--- config.mk ---
export PLATFORM = sky130hd
export DESIGN_NAME = instr_encoder_stream
export DESIGN_NICKNAME = d
export VERILOG_FILES = /design/src/rtl/instr_encoder_stream.sv
export SDC_FILE = /design/constraint.sdc
export NUM_CORES = 1
export LEC_CHECK = 0
export CAP_MARGIN = 20
export CORE_MARGIN = 10
export CORE_UTILIZATION = 42
export CTS_BUF_LIST = sky130_fd_sc_hd__clkbuf_8 sky130_fd_sc_hd__clkbuf_16
export DETAILED_ROUTE_END_ITERATION = 12
export PLACE_DENSITY = 0.77
export REMOVE_ABC_BUFFERS = 1
export SYNTH_ARGS = -nofsm -noshare
export SYNTH_HDL_FRONTEND = slang
export SYNTH_SLANG_ARGS = --single-unit
--- constraint.sdc ---
create_clock -name clk -period 2.5 [get_ports clk]
set_input_delay 0.5 -clock clk [delete_from_list [all_inputs] [get_ports clk]]
set_output_delay 0.5 -clock clk [all_outputs]
set_load 0.005 [all_outputs]
--- src/rtl/instr_encoder_stream.sv ---
// Packs decoded Frost32 instruction field bundles into 32-bit words and streams
// them into instruction memory at consecutive addresses, with error accounting.
module instr_encoder_stream #(
    parameter int ADDR_W    = 12,
    parameter int MAX_WORDS = 4096
) (
    input  logic              clk,
    input  logic              rst,
    input  logic              start,
    input  logic [ADDR_W-1:0] base_addr,
    input  logic              in_valid,
    output logic              in_ready,
    input  logic [3:0]        in_group,
    input  logic [3:0]        in_ra,
    input  logic [3:0]        in_rb,
    input  logic [3:0]        in_rc,
    input  logic [3:0]        in_opcode,
    input  logic [15:0]       in_imm_val,
    output logic              mem_we,
    output logic [ADDR_W-1:0] mem_addr,
    output logic [31:0]       mem_wdata,
    input  logic              mem_ready,
    output logic [ADDR_W:0]   word_count,
    output logic [7:0]        err_count,
    output logic              err_flag,
    output logic              full
);

    localparam logic [ADDR_W:0]   MAX_CNT  = (ADDR_W+1)'(MAX_WORDS);
    localparam logic [ADDR_W:0]   CNT_ONE  = (ADDR_W+1)'(1);
    localparam logic [ADDR_W-1:0] ADDR_ONE = ADDR_W'(1);

    logic [ADDR_W-1:0] addr;
    logic [31:0]       enc_word;
    logic              legal;
    logic              accept;

    assign full     = (word_count == MAX_CNT);
    assign in_ready = !rst && !start && !full && (!mem_we || mem_ready);
    assign accept   = in_valid && in_ready;

    // G5 carries a signed 12-bit immediate, so the top five bits must be a pure sign extension.
    always_comb begin
        legal = 1'b0;
        if (in_group < 4'd5)
            legal = 1'b1;
        else if (in_group == 4'd5)
            legal = (in_imm_val[15:11] == 5'h1F) || (in_imm_val[15:11] == 5'h00);
    end

    always_comb begin
        enc_word = 32'h0;
        case (in_group)
            4'd1, 4'd2: enc_word = {in_group, in_ra, in_rb, in_opcode, in_imm_val};
            4'd5:       enc_word = {in_group, in_ra, in_rb, in_rc, in_opcode, in_imm_val[11:0]};
            default:    enc_word = {in_group, in_ra, in_rb, in_rc, in_opcode, 12'h000};
        endcase
    end

    // Clearing mem_we before the load lets an acceptance in the same cycle refill the register.
    always_ff @(posedge clk or posedge rst) begin
        if (rst) begin
            mem_we     <= 1'b0;
            mem_addr   <= '0;
            mem_wdata  <= 32'h0;
            addr       <= '0;
            word_count <= '0;
            err_count  <= 8'd0;
            err_flag   <= 1'b0;
        end else if (start) begin
            mem_we     <= 1'b0;
            addr       <= base_addr;
            word_count <= '0;
            err_count  <= 8'd0;
            err_flag   <= 1'b0;
        end else begin
            if (mem_we && mem_ready)
                mem_we <= 1'b0;
            if (accept) begin
                if (legal) begin
                    mem_we     <= 1'b1;
                    mem_addr   <= addr;
                    mem_wdata  <= enc_word;
                    addr       <= addr + ADDR_ONE;
                    word_count <= word_count + CNT_ONE;
                end else begin
                    err_flag <= 1'b1;
                    if (err_count != 8'hFF)
                        err_count <= err_count + 8'd1;
                end
            end
        end
    end

endmodule

==> key figures, run 1 <==
Layout
  • # fillers: 714
  • Non-Filler Instances: 658
  • Nets@finish: 602
  • Fin util: 63.8%
  • Multi-input logic area: 1710 µm²
  • Layout overhead on the synthesized area: 46.7%
  • ANT cells: 0
  • Storage cell area: 1980 µm²
  • Layout cells sized above 1: 13.5%
  • Fin area: 5590 µm²

Placement
  • GP Congestion: 0.846
  • HPWL Detailed: 8520 µm
  • # placed instances: 640
  • Port bufs: 121
  • Post-DP Area: 5310 µm²
  • Pre-CTS WS: -0.0864 ns

Logic synthesis
  • Post-synth EDFFs: 0
  • Top post-synthesis cells by count: nand2_1 (123), dfrtp_1 (79), nand3_1 (23)
  • Most frequent cell after synthesis: nand2_1
  • Library cells used by synthesis: 51
  • Yosys warns: 0
  • Post-Synthesis Cells: 401
  • Avg Cell Area, Syn: 9.51 µm²
  • Dominant cell type by area after synthesis: dfrtp_1
  • Share of the synthesized area in the top cell type: 51.9%
  • Post-Syn Area: 3810 µm²
  • Synth top area cells: dfrtp_1 (52%), nand2_1 (12%), mux2i_1 (3.2%)
  • Ys flop type: dfrtp_1
  • Number of synthesized register bits: 79
  • Asr flop ratio synth: 100%
  • Register area share after synthesis: 51.9%

Worst setup path
  • Worst Path Arrival: 1.90 ns
  • Crit path launch type: register
  • R2r endpoint: addr[3]
  • RR Startpoint: word_count[1]
  • Crit path capture type: output pin
  • Critical path required time: 2.00 ns
  • R2R cell count: 11
  • Setup CP Type: register to output pin
  • Flop-to-flop setup slack: 0.17 ns
  • Critical Path Fanout Max: 2

CTS
  • Clock slew at reported path FFs: 0.09 ns
  • CTS H-tree lvls: 3
  • CTS tree: done
  • CTS Sinks: 79
  • Cts bufs inserted: 9
  • Clock buffer depth: 2
  • CTS root buf: clkbuf_8
  • Worst skew pair latency: 0.36 ns

Global routing
  • GRT met2 Usage: 26.4%
  • First-pass GRT wire length: 18,600 µm
  • Met1 GRT Util: 22.7%
  • Vias in the first global route: 3,604
  • Largest net degree at the start of global routing: 80
  • Busiest grt layer: met2
  • Global Route Usage Sum: 17.2%
  • M3 GR Usage: 4.53%
  • GRT overflow: 0
  • Initial antenna violation count: 0

STA
  • Worst Tran Pin Value: 0.464 ns
  • Rel. slew slack: 69.1%
  • Hold_ws: 0.473 ns
  • Setup ws final: 0.0999 ns
  • Skew final: 0.00871 ns
  • Final Max Slew Viols: 0
  • Max Clock Freq: 417 MHz
  • RSZ-0062 raised after global routing: no
  • Final Setup Violations: 0
  • Final Cycle Share: 96.0%
  • Final Hold Viols: 0
  • Final TNS setup: 0 ns
  • Fin crit period: 2.40 ns

Detailed routing
  • Drt pass-1 iters: 4
  • DR DRC count: 0
  • Routed len/inst: 17.5 µm
  • Post-detailed-route count of antenna-violating nets: 0
  • Via count: 3,523
  • Final wirelength: 11,500 µm
  • Routed vias/inst: 5.35
  • DR iter-0 viols: 267

Floorplanning
  • Row cnt: 34
  • I/O pin total: 122
  • Starting Density: 43.5%
  • Core area: 8760 µm²
  • Die area: 13,300 µm²
  • Die W: 115 µm
  • Die Y: 115 µm

Run status
  • Status: finished, final reports clean

Power and ir drop
  • Leakage power: 2.53 nW
  • Overall power: 3.39 mW
  • VDD IR max: 0.000310 V
  • Cell Pwr Density: 606 nW/µm²

Job
  • Max Cap Viol: 0

Worst hold path
  • Hold path depth: 2
  • Hold worst-path end: mem_wdata[7]
  • HP Class: register to register
  • HP Start: mem_wdata[7]
## per-layer routing
layer	routed length, µm	part of all wire, %	vias to the layer above
met5	0	0	-
met4	240	2.1	0
met3	1080	9.4	21
met2	5070	44	141
met1	5130	45	1702
li1	-	-	1659
## what timing repair did
item	in CTS	in global routing
endpoints found under the hold margin	0	0
resized for setup	5	1
setup buffers	1	1
pin swaps	1	0
hold buffers	0	0
setup endpoints to repair	2	1
## sequential cells by signal, summed over array words and instances (netlist names)
register / flops
addr: 12
mem_addr: 12
err_count: 8
err_flag: 1
mem_wdata: 32
mem_we: 1
word_count: 13
## how the worst max path moves through the flow
stage,startpoint,end,depth (start not counted)
floorplan,in_imm_val[15],addr[4],6
global route,word_count[1],full,6
global placement,in_imm_val[15],word_count[9],8
finish,word_count[1],full,6
CTS,word_count[0],full,6
detailed placement,in_imm_val[15],word_count[11],8
## layout make-up
cell class                 instances  share of cell area [%]
tap                              108                    2.42
clock inverter                     7                    2.17
inverter                           8                   0.559
timing repair buffer             152                    26.7
clock buffer                       9                    2.21
sequential                        79                    35.3
multi-input combinational        295                    30.6
## critical path, stage by stage, from the launching register on
cell and delay, ns:
dfrtp_1 0.38, inv_1 0.08, ha_1 0.15, nor4b_4 0.23, nand3_2 0.12, inv_1 0.07
clkdlybuf4s50_1 0.50
## placed cells by master, fill, tap and decap left out, types with 4 or more instances in the layout
| cell type | count |
|---|---|
| a21oi_1 | 9 |
| a221o_1 | 5 |
| and2_1 | 4 |
| and3_1 | 6 |
| buf_12 | 4 |
| buf_4 | 27 |
| clkbuf_8 | 9 |
| clkdlybuf4s50_1 | 120 |
| dfrtp_1 | 79 |
| ha_1 | 4 |
| inv_1 | 5 |
| mux2i_1 | 12 |
| nand2_1 | 123 |
| nand3_1 | 22 |
| nand4_1 | 7 |
| nor2_1 | 19 |
| nor3_1 | 7 |
| nor3_2 | 5 |
| o21ai_0 | 14 |
| o21ai_1 | 4 |
| xnor2_1 | 8 |
## power breakdown
group	switching, mW	leakage [nW]	internal, mW
combinational	0.280	1.39	0.418
clock	0.497	0.112	0.664
sequential	0.0998	1.03	1.43
## logic make-up after synthesis
group | synth area share (%)
AND/OR/NAND/NOR | 26.7
flip-flops | 51.9
AO/OA/AOI/OAI | 10.5
buffers and inverters | 3.91
multiplexers | 3.15
XOR/XNOR | 2.53
adder cells (fa/ha/maj) | 1.31
Note: power is estimated with default switching activity, not from simulation.
==> inputs of run 2 (changes only) <==
--- a/config.mk
+++ b/config.mk
@@ -6,11 +6,13 @@
 export NUM_CORES = 1
 export LEC_CHECK = 0
 export CAP_MARGIN = 20
+export CELL_PAD_IN_SITES_DETAIL_PLACEMENT = 0
+export CELL_PAD_IN_SITES_GLOBAL_PLACEMENT = 2
 export CORE_MARGIN = 10
-export CORE_UTILIZATION = 42
+export CORE_UTILIZATION = 25
 export CTS_BUF_LIST = sky130_fd_sc_hd__clkbuf_8 sky130_fd_sc_hd__clkbuf_16
 export DETAILED_ROUTE_END_ITERATION = 12
-export PLACE_DENSITY = 0.77
+export PLACE_DENSITY_LB_ADDON = 0.1
 export REMOVE_ABC_BUFFERS = 1
 export SYNTH_ARGS = -nofsm -noshare
 export SYNTH_HDL_FRONTEND = slang
==> key figures, run 2 (synthesis gave the netlist of run 1 again) <==
Worst setup path
  • Crit path launch type: register
  • Worst path slowest cell: dfrtp_1
  • CP bufs+invs: 3 (unchanged)
  • Largest stage delay on the critical path: 0.39 ns (-0.11 ns)
  • Worst Path Arrival: 1.85 ns (-0.05 ns)
  • Critical path required time: 2.00 ns (about the same)
  • Setup CP Type: register to output pin
  • CP top delay family: simple AND/OR/NAND/NOR gates
  • Crit path capture type: output pin
  • Critical Path Fanout Max: 3 (+1)
  • CP cell instances: inv_2, ha_2, nor4b_4, nand3_2, buf_6, and2_1, clkdlybuf4s15_1

Floorplanning
  • Die Y: 143 µm (+24%)
  • Die W: 143 µm (+24%)
  • Core area: 15,100 µm² (+72%)
  • Row cnt: 45 (+32%)
  • Die area: 20,600 µm² (+55%)
  • Starting Density: 25.3% (-18 points)
  • I/O pin total: 122 (unchanged)

Layout
  • Commonest non-fill, non-tap cell in the layout: nand2_1
  • Most frequent cells in the layout: nand2_1 (123), clkdlybuf4s50_1 (119), dfrtp_1 (79)
  • Layout overhead on the synthesized area: 53.0%
  • # fillers: 1,494 (+110%)
  • ANT cells: 0 (unchanged)
  • Biggest regs: mem_wdata (32), word_count (13)
  • Non-Filler Instances: 745 (+13%)
  • Fin util: 38.6% (-25 points)
  • Layout cells sized above 1: 14.7% (+1.3 points)
  • Nets@finish: 609 (+1.2%)
  • Storage cell area: 1980 µm² (unchanged)
  • Max reg flops: 32 (unchanged)
  • Largest reg by FF count: mem_wdata
  • Multi-input logic area: 1720 µm² (+0.15%)

Placement
  • Port bufs: 121 (unchanged)
  • # placed instances: 727 (+14%)
  • Pre-CTS WS: -0.0963 ns (-0.00985 ns)
  • GP Congestion: 0.792 (-6.4%)
  • HPWL Detailed: 9080 µm (+6.6%)

Detailed routing
  • Post-detailed-route count of antenna-violating nets: 0 (unchanged)
  • Final wirelength: 12,500 µm (+8.1%)
  • Routed len/inst: 16.7 µm (-4.6%)
  • Via count: 3,432 (-2.6%)
  • Routed vias/inst: 4.61 (-14%)
  • DR DRC count: 0 (unchanged)
  • DR iter-0 viols: 196 (-27%)
  • Drt pass-1 iters: 4 (unchanged)

Global routing
  • Initial antenna violation count: 0 (unchanged)
  • Global Route Usage Sum: 12.6% (-4.6 points)
  • GRT overflow: 0 (unchanged)
  • Vias in the first global route: 3,719 (+3.2%)
  • First-pass GRT wire length: 20,400 µm (+9.8%)
  • Largest net degree at the start of global routing: 54 (-33%)

STA
  • Skew final: 0.00441 ns (-0.00430 ns)
  • Worst Tran Pin Value: 0.464 ns (+0.000263 ns)
  • Final Setup Violations: 0 (unchanged)
  • Fin crit period: 2.35 ns (-0.0533 ns)
  • Max Clock Freq: 426 MHz (+2.3%)
  • Final Hold Viols: 0 (unchanged)
  • Hold_ws: 0.465 ns (-0.00786 ns)
  • Rel. slew slack: 69.0% (about the same)
  • Final Cycle Share: 93.9% (-2.1 points)
  • RSZ-0062 raised after global routing: no
  • Final Max Slew Viols: 0 (unchanged)
  • Setup ws final: 0.153 ns (+0.0533 ns)

Power and ir drop
  • Clock share of power: 39.5% (+5.2 points)
  • Cell Pwr Density: 634 nW/µm² (+4.7%)
  • Leakage power: 2.64 nW (+4.0%)
  • Overall power: 3.70 mW (+9.1%)
  • Sw frac: 26.0% (+0.16 points)
  • Switching Power: 962 µW (+9.8%)
  • Combinational Power Share: 19.0% (-1.6 points)
  • Sequential share of power: 41.5% (-3.7 points)
  • VDD IR max: 0.000331 V (+6.7%)
  • Pint: 2.74 mW (+8.9%)

CTS
  • CTS H-tree lvls: 3 (unchanged)
  • Clock slew at reported path FFs: 0.06 ns (-0.03 ns)
  • Cts bufs inserted: 9 (unchanged)
  • CTS root buf: clkbuf_16
  • CTS tree: done
  • CTS Sinks: 79 (unchanged)
  • Clock buffer depth: 2 (unchanged)
  • Worst skew pair latency: 0.35 ns (about the same)

Run status
  • Status: finished, final reports clean

Worst hold path
  • HP Class: register to register

Job
  • Max Cap Viol: 0 (unchanged)
-- run 2: cell types whose count changed in the layout (fill, tap and decap cells not counted), moves of 2 or more --
cell        change
buf_4           +6
clkbuf_16       +9
clkbuf_8        -9
clkinv_2        +2
clkinvlp_4      -2
inv_6           +2
-- run 2: worst min-delay path: stages (launching register included) --
cell	delay [ns]
dfrtp_1	0.34
nand2_1	0.05
nand2_1	0.05
-- run 2: per-stage QoR --
stage          TNS (ns)  instance area (µm²)
2_1_floorplan     -1.97                 3690
5_1_grt               0                 5830
6_report              0                 5830
3_3_place_gp     -0.870                 5460
3_5_place_dp      -1.50                 5460
4_1_cts               0                 5810
-- run 2: per-layer routing --
layer | wire length [µm] | global-route usage (%)
met1 | 6090 | 16.7
met2 | 5250 | 18.7
met4 | 193 | 5.00
met3 | 916 | 3.96
met5 | 0 | 0
-- run 2: path summary, 6_finish.rpt --
path	cells past startpoint	startpoint	slack (ns)	end
worst max-delay path	7	word_count[0]	0.15	in_ready
worst min-delay path	2	mem_wdata[2]	0.46	mem_wdata[2]
worst max register to register	9	word_count[0]	0.27	addr[3]
worst min register to register	2	mem_wdata[2]	0.46	mem_wdata[2]
max in group asynchronous	3	rst	1.62	mem_wdata[24]
min in group asynchronous	3	rst	0.57	word_count[6]
-- run 2: cell type report --
| type | instances | area share (%) |
|---|---|---|
| multi-input cells | 295 | 29.4 |
| repair buffers | 159 | 26.6 |
| clock inverters | 7 | 1.63 |
| flip-flops and latches | 79 | 33.9 |
| well taps | 188 | 4.03 |
| inverters | 8 | 0.536 |
| clock buffers | 9 | 3.86 |
-- run 2: power groups by stage --
stage | clock [mW] | combinational (mW) | sequential (mW)
finish | 1.46 | 0.702 | 1.54
global route | 1.56 | 0.786 | 1.56
CTS | 1.50 | 0.723 | 1.54
detailed placement | 0 | 0.719 | 1.56
global placement | 0 | 0.720 | 1.56
floorplan | 0 | 0.207 | 1.56
-- run 2: what timing repair did --
item                       in CTS  in global routing
gates cloned                    0                  0
hold buffers                    0                  0
gates resized for setup         5                  5
setup endpoints to repair       4                  1
buffers inserted                1                  1
pin swaps                       1                  1
